--- src/rtl/load_store_unit.sv ---
// rtl/load_store_unit.sv - memory-stage load/store unit with sub-word read-modify-write and access timeout
module load_store_unit #(
    parameter int TIMEOUT = 255
) (
    input  logic        clk,
    input  logic        reset,
    input  logic        req_valid,
    output logic        req_ready,
    input  logic        req_load,
    input  logic        req_store,
    input  logic [2:0]  req_mode,
    input  logic [31:0] req_addr,
    input  logic [31:0] req_wdata,
    output logic        resp_valid,
    output logic [31:0] resp_rdata,
    output logic        resp_err,
    output logic        mem_req,
    output logic        mem_we,
    output logic [29:0] mem_addr,
    output logic [31:0] mem_wdata,
    input  logic [31:0] mem_rdata,
    input  logic        mem_ack
);

    localparam logic [2:0] MODE_W  = 3'd0;
    localparam logic [2:0] MODE_HS = 3'd1;
    localparam logic [2:0] MODE_HU = 3'd2;
    localparam logic [2:0] MODE_BS = 3'd3;
    localparam logic [2:0] MODE_BU = 3'd4;
    localparam int         CW      = (TIMEOUT > 1) ? $clog2(TIMEOUT + 1) : 1;

    typedef enum logic [1:0] {S_IDLE, S_READ, S_WRITE, S_RESP} state_t;

    state_t        r_state;
    logic          r_load;
    logic [2:0]    r_mode;
    logic [1:0]    r_lane;
    logic [15:0]   r_wdata;
    logic [CW-1:0] r_cnt;
    logic          r_mem_req;
    logic          r_mem_we;
    logic [29:0]   r_mem_addr;
    logic [31:0]   r_mem_wdata;
    logic          r_resp_valid;
    logic [31:0]   r_resp_rdata;
    logic          r_resp_err;

    logic          w_req_err;
    logic          w_timeout;
    logic [15:0]   w_half;
    logic [7:0]    w_byte;
    logic [31:0]   w_load_data;
    logic [31:0]   w_merged;

    assign req_ready  = (r_state == S_IDLE) && !reset;
    assign mem_req    = r_mem_req;
    assign mem_we     = r_mem_we;
    assign mem_addr   = r_mem_addr;
    assign mem_wdata  = r_mem_wdata;
    assign resp_valid = r_resp_valid;
    assign resp_rdata = r_resp_rdata;
    assign resp_err   = r_resp_err;

    assign w_req_err = (req_load == req_store) || (req_mode > MODE_BU)
                    || (((req_mode == MODE_HS) || (req_mode == MODE_HU)) && req_addr[0])
                    || ((req_mode == MODE_W) && (req_addr[1:0] != 2'b00));

    assign w_timeout = (TIMEOUT != 0) && r_mem_req && !mem_ack && (r_cnt == CW'(TIMEOUT - 1));

    assign w_half = r_lane[1] ? mem_rdata[31:16] : mem_rdata[15:0];
    assign w_byte = mem_rdata[{r_lane, 3'b000} +: 8];

    always_comb begin
        w_load_data = mem_rdata;
        case (r_mode)
            MODE_HS: w_load_data = {{16{w_half[15]}}, w_half};
            MODE_HU: w_load_data = {16'h0000, w_half};
            MODE_BS: w_load_data = {{24{w_byte[7]}}, w_byte};
            MODE_BU: w_load_data = {24'h000000, w_byte};
            default: w_load_data = mem_rdata;
        endcase
    end

    // Sub-word store: replace only the addressed lane of the word just read
    always_comb begin
        w_merged = mem_rdata;
        if ((r_mode == MODE_BS) || (r_mode == MODE_BU))
            w_merged[{r_lane, 3'b000} +: 8] = r_wdata[7:0];
        else
            w_merged[{r_lane[1], 4'b0000} +: 16] = r_wdata[15:0];
    end

    always_ff @(posedge clk) begin
        if (reset) begin
            r_state      <= S_IDLE;
            r_load       <= 1'b0;
            r_mode       <= 3'd0;
            r_lane       <= 2'd0;
            r_wdata      <= 16'h0000;
            r_cnt        <= '0;
            r_mem_req    <= 1'b0;
            r_mem_we     <= 1'b0;
            r_mem_addr   <= 30'd0;
            r_mem_wdata  <= 32'd0;
            r_resp_valid <= 1'b0;
            r_resp_rdata <= 32'd0;
            r_resp_err   <= 1'b0;
        end else begin
            r_resp_valid <= 1'b0;
            if (r_mem_req && !mem_ack)
                r_cnt <= r_cnt + CW'(1);
            if (w_timeout) begin
                r_state      <= S_RESP;
                r_mem_req    <= 1'b0;
                r_resp_valid <= 1'b1;
                r_resp_rdata <= 32'd0;
                r_resp_err   <= 1'b1;
            end else begin
                case (r_state)
                    S_IDLE: begin
                        if (req_valid) begin
                            r_load  <= req_load;
                            r_mode  <= req_mode;
                            r_lane  <= req_addr[1:0];
                            r_wdata <= req_wdata[15:0];
                            if (w_req_err) begin
                                r_state      <= S_RESP;
                                r_resp_valid <= 1'b1;
                                r_resp_rdata <= 32'd0;
                                r_resp_err   <= 1'b1;
                            end else begin
                                r_mem_addr <= req_addr[31:2];
                                r_mem_req  <= 1'b1;
                                r_cnt      <= '0;
                                if (req_load || (req_mode != MODE_W)) begin
                                    r_state  <= S_READ;
                                    r_mem_we <= 1'b0;
                                end else begin
                                    r_state     <= S_WRITE;
                                    r_mem_we    <= 1'b1;
                                    r_mem_wdata <= req_wdata;
                                end
                            end
                        end
                    end
                    S_READ: begin
                        if (mem_ack) begin
                            r_mem_req <= 1'b0;
                            if (r_load) begin
                                r_state      <= S_RESP;
                                r_resp_valid <= 1'b1;
                                r_resp_rdata <= w_load_data;
                                r_resp_err   <= 1'b0;
                            end else begin
                                // mem_req stays low for one cycle before the write phase starts
                                r_state     <= S_WRITE;
                                r_mem_we    <= 1'b1;
                                r_mem_wdata <= w_merged;
                                r_cnt       <= '0;
                            end
                        end
                    end
                    S_WRITE: begin
                        if (!r_mem_req) begin
                            r_mem_req <= 1'b1;
                        end else if (mem_ack) begin
                            r_mem_req    <= 1'b0;
                            r_state      <= S_RESP;
                            r_resp_valid <= 1'b1;
                            r_resp_rdata <= 32'd0;
                            r_resp_err   <= 1'b0;
                        end
                    end
                    default: begin
                        r_state      <= S_IDLE;
                        r_resp_rdata <= 32'd0;
                        r_resp_err   <= 1'b0;
                    end
                endcase
            end
        end
    end

endmodule

--- config.mk ---
export PLATFORM = sky130hd
export DESIGN_NAME = load_store_unit
export DESIGN_NICKNAME = d
export VERILOG_FILES = /design/src/rtl/load_store_unit.sv
export SDC_FILE = /design/constraint.sdc
export NUM_CORES = 1
export LEC_CHECK = 0
export CAP_MARGIN = 20
export CELL_PAD_IN_SITES_DETAIL_PLACEMENT = 2
export CELL_PAD_IN_SITES_GLOBAL_PLACEMENT = 2
export CORE_MARGIN = 3
export CORE_UTILIZATION = 28
export CTS_CLUSTER_DIAMETER = 30
export CTS_CLUSTER_SIZE = 16
export DETAILED_ROUTE_END_ITERATION = 10
export PLACE_DENSITY_LB_ADDON = 0.15
export SKIP_CTS_REPAIR_TIMING = 1
export SLEW_MARGIN = 10
export SYNTH_ARGS = -nofsm -noshare
export SYNTH_HDL_FRONTEND = slang
export SYNTH_SLANG_ARGS = --single-unit
--- constraint.sdc ---
create_clock -name clk -period 2.8 [get_ports clk]
set_clock_uncertainty 0.1 [all_clocks]
set_input_delay 0.7 -clock clk [delete_from_list [all_inputs] [get_ports clk]]
set_output_delay 0.7 -clock clk [all_outputs]
set_load 0.02 [all_outputs]
; Word-level counts from Yosys, hierarchy flattened
; Index checks and enable logic that the tools add are counted.
[classes]
addsub = 3
n_lt_le_gt_ge = 1
n_eq_ne = 25
n_shift = 5
muxes = 61
n_bitwise = 2
reduce_logical = 28
[op_table]
columns = cell, count
row1 = 32-bit two-way mux, 12
row2 = 32-bit case mux with 4 select lines, 1
row3 = 32-bit case mux with 3 select lines, 1
row4 = 32-bit bitwise mux, 2
row5 = 32-bit case mux with 2 select lines, 1
row6 = 8-bit two-way mux, 6
row7 = 16-bit by 7-bit variable shift with 32-bit output (first input constant), 1
row8 = 8-bit by 7-bit variable shift with 32-bit output (first input constant), 1
row9 = 16-bit by 7-bit variable part select with 32-bit output, 1
row10 = 32-bit by 6-bit variable part select with 8-bit output, 1
row11 = 8-bit by 7-bit variable part select with 32-bit output, 1
row12 = 1-bit two-way mux, 24
row13 = 2-bit inequality test (second input constant), 9
row14 = 3-bit inequality test (second input constant), 6
row15 = 6-bit AND reduction, 3
row16 = 16-bit two-way mux, 1
row17 = 8-bit case mux with 2 select lines, 1
row18 = 2-bit two-way mux, 7
row19 = 5-bit negator with 7-bit output, 2
row20 = 4-bit AND reduction, 3
row21 = 3-bit by 2-bit == test with 1-bit output (second input constant), 3
row22 = 1-bit case mux with 3 select lines, 3
row23 = 8-bit by 1-bit adder with 8-bit output (second input constant), 1
row24 = 8-bit == test (second input constant), 1
row25 = other kinds (19), 33
[word_totals]
regBits = 130
in_bits = 105
output_inout_bits = 99
wordCells = 138

; Logic depth before layout (Yosys ltp)
[depth]
ltp_word = 9
mapped_depth = 10
ltp_nobuf = 7

; Worst setup path before layout
; Ideal clock, no wire load.
[synth_timing]
path_type = register to register
startpoint = reg r_lane[0]
endpoint = reg r_mem_wdata[16] (netlist: mem_wdata[16])
setup_time_ns = 0.089
arrival_ns = 2.290
t_required_ns = 2.611
path_slack_ns = 0.321
stages_incl_launch_ff = 10
n_path_buf = 2
synth_period_minus_slack_ns = 2.479
cell_sequence = dfxtp_1 -> buf_2 -> buf_1 -> inv_1 -> ha_1 -> nor4bb_1 -> o21ai_1 -> a21oi_1 -> a22oi_1 -> a311oi_2
[synth_via]
elab_chain_len = 7
elab_cells_between_ends = 8
cone_classes = 1 x add/sub / 2 x shift / 5 x mux
[synth_lines]
columns = item, line
row1 = "start, declared", 37  ; logic [1:0] r_lane;
row2 = "start signal, assigned", 124  ; r_lane <= req_addr[1:0];
row3 = 5-bit negator with 7-bit output (*), 88  ; w_merged[{r_lane, 3'b000} +: 8] = r_wdata[7:0];
row4 = 8-bit by 7-bit variable part select with 32-bit output or 8-bit by 7-bit variable shift with 32-bit output (tied branches), 88
row5 = 32-bit bitwise mux (*), 88
row6 = 32-bit two-way mux (*), 87  ; if ((r_mode == MODE_BS) || (r_mode == MODE_BU))
row7 = 32-bit two-way mux (*), 149  ; if (r_load) begin
row8 = 32-bit two-way mux (*), 147  ; if (mem_ack) begin
row9 = 32-bit case mux with 2 select lines (*), 119  ; case (r_state)
row10 = "end signal, assigned", 141  ; r_mem_wdata <= req_wdata;
row11 = "end signal, assigned", 158  ; r_mem_wdata <= w_merged;
row12 = "end, declared", 43  ; logic [31:0] r_mem_wdata;
; Mark *: on every way between the ends. The rest lies on a longest branch, timed or not. The select of a mux whose other input is x is not followed.
; A chain may end at the register's enable or synchronous reset.

; Worst setup path after layout
[layout_timing]
startpoint = reg r_mode[2]
endpoint = reg r_mem_wdata[20] (netlist: mem_wdata[20])
[layout_via]
elab_chain_len = 6
elab_cells_between_ends = 7
cone_classes = 2 x eq/ne / 4 x mux / 1 x reduce/logical
[layout_lines]
columns = item, line
row1 = "start, declared", 36  ; logic [2:0] r_mode;
row2 = "start signal, assigned", 123  ; r_mode <= req_mode;
row3 = 3-bit by 2-bit == test with 1-bit output or 3-bit == test (tied branches), 87
row4 = 1-bit logical OR (*), 87
row5 = 32-bit two-way mux (*), 87
row6 = 32-bit two-way mux (*), 149
row7 = 32-bit two-way mux (*), 147
row8 = 32-bit case mux with 2 select lines (*), 119
; Marked as above.

==> reports/results.ini <==
[global_route]
track_usage=0.229
grt-ovfl-total=0
antenna_found_initial=2
grt_pass1_vias=8124
grt_max_degree=58
grt_pass1_wl_microns=50200

[cells_and_area]
final-seq-area_sq_um=2600
multiInputGateArea_sq_um=4180
layout-drive-gt1-share=0.144
fillers=2740
final_cell_mix=clkdlybuf4s50_1, dfxtp_1, nand2_1
final_common_cell=clkdlybuf4s50_1
utilization=0.425
fin_nets=1176
area_growth_pct=46.8
finish.instance_area_sq_um=10500

[placed_design]
io_buffer_count=203
gp_congestion=0.825
hpwlAfterDp_microns=23200
placed_area_sq_um=9850

[routing]
drc=0
first_iter_violations=468
wl_microns=32400
postRouteAntennaNets=0
post_drt_wl_per_cell_microns=23.2
dr.pass1.iters=5
drt-vias-per-instance=5.55
vias=7759

[synthesis]
yosys_most_used_dff=dfxtp_1
ys_seq_elements=130
yosysWarnings=0
ys_top_cells_by_area=dfxtp_1, a21oi_1, a311oi_2, nand2_1, o2111ai_1
syn_nets=961
ys_seq_area_frac=0.364
syn_area_sq_um=7140
syn_inst=845
synth-edff-count=0
synth.distinct_cells=74
yosysTopAreaCellShare=0.364
syn_avg_cell_area_sq_um=8.45
netlist.top_cell.by_area=dfxtp_1
async_flop_share=0

[cts]
clockBufferDepth=2
clock-root-buffer=clkbuf_16
clk_latency_ps=430
numCtsBuffers=17
cts_sinks=130
clkSlewWorstSetupHoldPaths_ps=70
cts_tree=built
htree_num_levels=4

[power]
p_sw_uw=4100
p_per_area_nw_per_um2=923
p_leak_uw=0.00379
p_comb_frac=0.494
switching_share=0.424
power_frac_seq=0.258
p_int_uw=5580
power_frac_clock=0.248
ir_drop_mv=0.432

[worst_setup_path]
endpoint_kind=flop
cp_slowest_cell=dfxtp_1
cpPeakStageDelay_ps=600
cp-start-kind=flop
crit_path_max_fanout=12
crit_type=flop to flop
critical_path.cell_chain=buf_4 > nor3b_2 > nand2b_1 > a31oi_2 > nand2_1 > a311oi_2
worstPathRequired_ps=3050
critPathBufInv=1
crit_family=simple AND/OR/NAND/NOR gates
critPathArrivalTime_ps=2860

[sta]
rsz0062_at_grt=no
drv_slew=0
period_share=0.932
clock.fmax_ghz=0.383
setup_viol=0
relSlewSlack=0.515
tightest_slew_ps=727
period_needed_ps=2610
hold_viol=0

[floorplan]
die-area_sq_um=27500
die_width_microns=166
die_y_microns=166
row_count=57
pin_count=204
fp.coreArea_sq_um=24700
start_util=0.289

[status]
status=finished, final reports clean

[hold_path]
min_path_type=flop to flop

[run]
drv_cap=0

==> synth_stat cells, drive strengths merged (9+ instances only) <==
cell type and instances:
a21oi 114, a311oi 33, a31oi 13, and3 24, buf 31, clkbuf 43, dfxtp 130, ha 11
inv 10, mux2i 21, nand2 117, nand3 9, nor2 57, nor2b 15, nor3 9, o2111ai 25
o21ai 37, o22ai 11, or3 11
==> path summary, 6_finish.rpt <==
kind | startpoint | to | slack (ps) | depth (start not counted)
hold / removal | mem_addr[6]$_SDFFE_PP0P_ | mem_addr[6]$_SDFFE_PP0P_ | 360 | 2
setup reg to reg | r_mode[2]$_SDFFE_PP0P_ | mem_wdata[20]$_SDFFE_PP0P_ | 190 | 6
hold reg to reg | mem_addr[6]$_SDFFE_PP0P_ | mem_addr[6]$_SDFFE_PP0P_ | 360 | 2
setup / recovery | r_mode[2]$_SDFFE_PP0P_ | mem_wdata[20]$_SDFFE_PP0P_ | 190 | 6
==> layout make-up <==
class | instances | share of cell area
repair buffers | 270 | 0.251
well taps | 324 | 0.0387
flip-flops and latches | 130 | 0.248
diodes | 1 | 0.000239
inverters | 10 | 0.00358
clock buffers | 17 | 0.0406
clock inverters | 15 | 0.0184
multi-input cells | 631 | 0.399
==> metrics by stage <==
step           setup slack (ps)  TNS (ps)  instances  hold WS [ps]  power, uW
2_1_floorplan               321         0        845           369       5300
3_3_place_gp              -17.0     -17.0       1365           342       7170
3_5_place_dp              -75.1      -149       1365           348       7280
4_1_cts                    -166      -166       1397           365       9750
5_1_grt                    46.5         0       1398           389      10300
6_report                    190         0       1398           357       9680
==> sequential cells by signal (all words and copies together), names as in the netlist <==
| signal | count |
|---|---|
| mem_addr | 30 |
| mem_req | 1 |
| mem_wdata | 32 |
| mem_we | 1 |
| r_cnt | 8 |
| r_lane | 2 |
| r_load | 1 |
| r_mode | 3 |
| r_state | 2 |
| r_wdata | 16 |
| resp_err | 1 |
| resp_rdata | 32 |
| resp_valid | 1 |
==> layer usage <==
layer	vias up	track usage	wire, microns
li1	3610	-	-
met1	3893	0.323	15500
met2	229	0.359	14800
met3	25	0.0539	1800
met4	2	0.0488	327
met5	-	0	16
==> power by group through the flow <==
stage	clock (uW)	combinational [uW]	sequential, uW
after floorplan	0	2530	2770
after global placement	0	4660	2510
after detailed placement	0	4750	2530
after CTS	2470	4780	2500
after global routing	2550	5180	2540
final	2400	4790	2490
==> worst min-delay path: stages (launching register included) <==
cell     delay (ps)
dfxtp_1         310
nand2_1          50
a21oi_1          50
==> cell families (layout without fill, tap and decap cells) <==
logic type | Yosys count | count (layout) | share of synthesized area
AO/OA/AOI/OAI | 312 | 312 | 0.325
AND/OR/NAND/NOR | 271 | 271 | 0.184
flip-flops | 130 | 130 | 0.364
buffers and inverters | 84 | 312 | 0.0543
multiplexers | 24 | 24 | 0.0373
adder cells (fa/ha/maj) | 13 | 13 | 0.0221
XOR/XNOR | 11 | 11 | 0.0135
other | 0 | 1 | 0
Power figures use the tool's default switching activity.
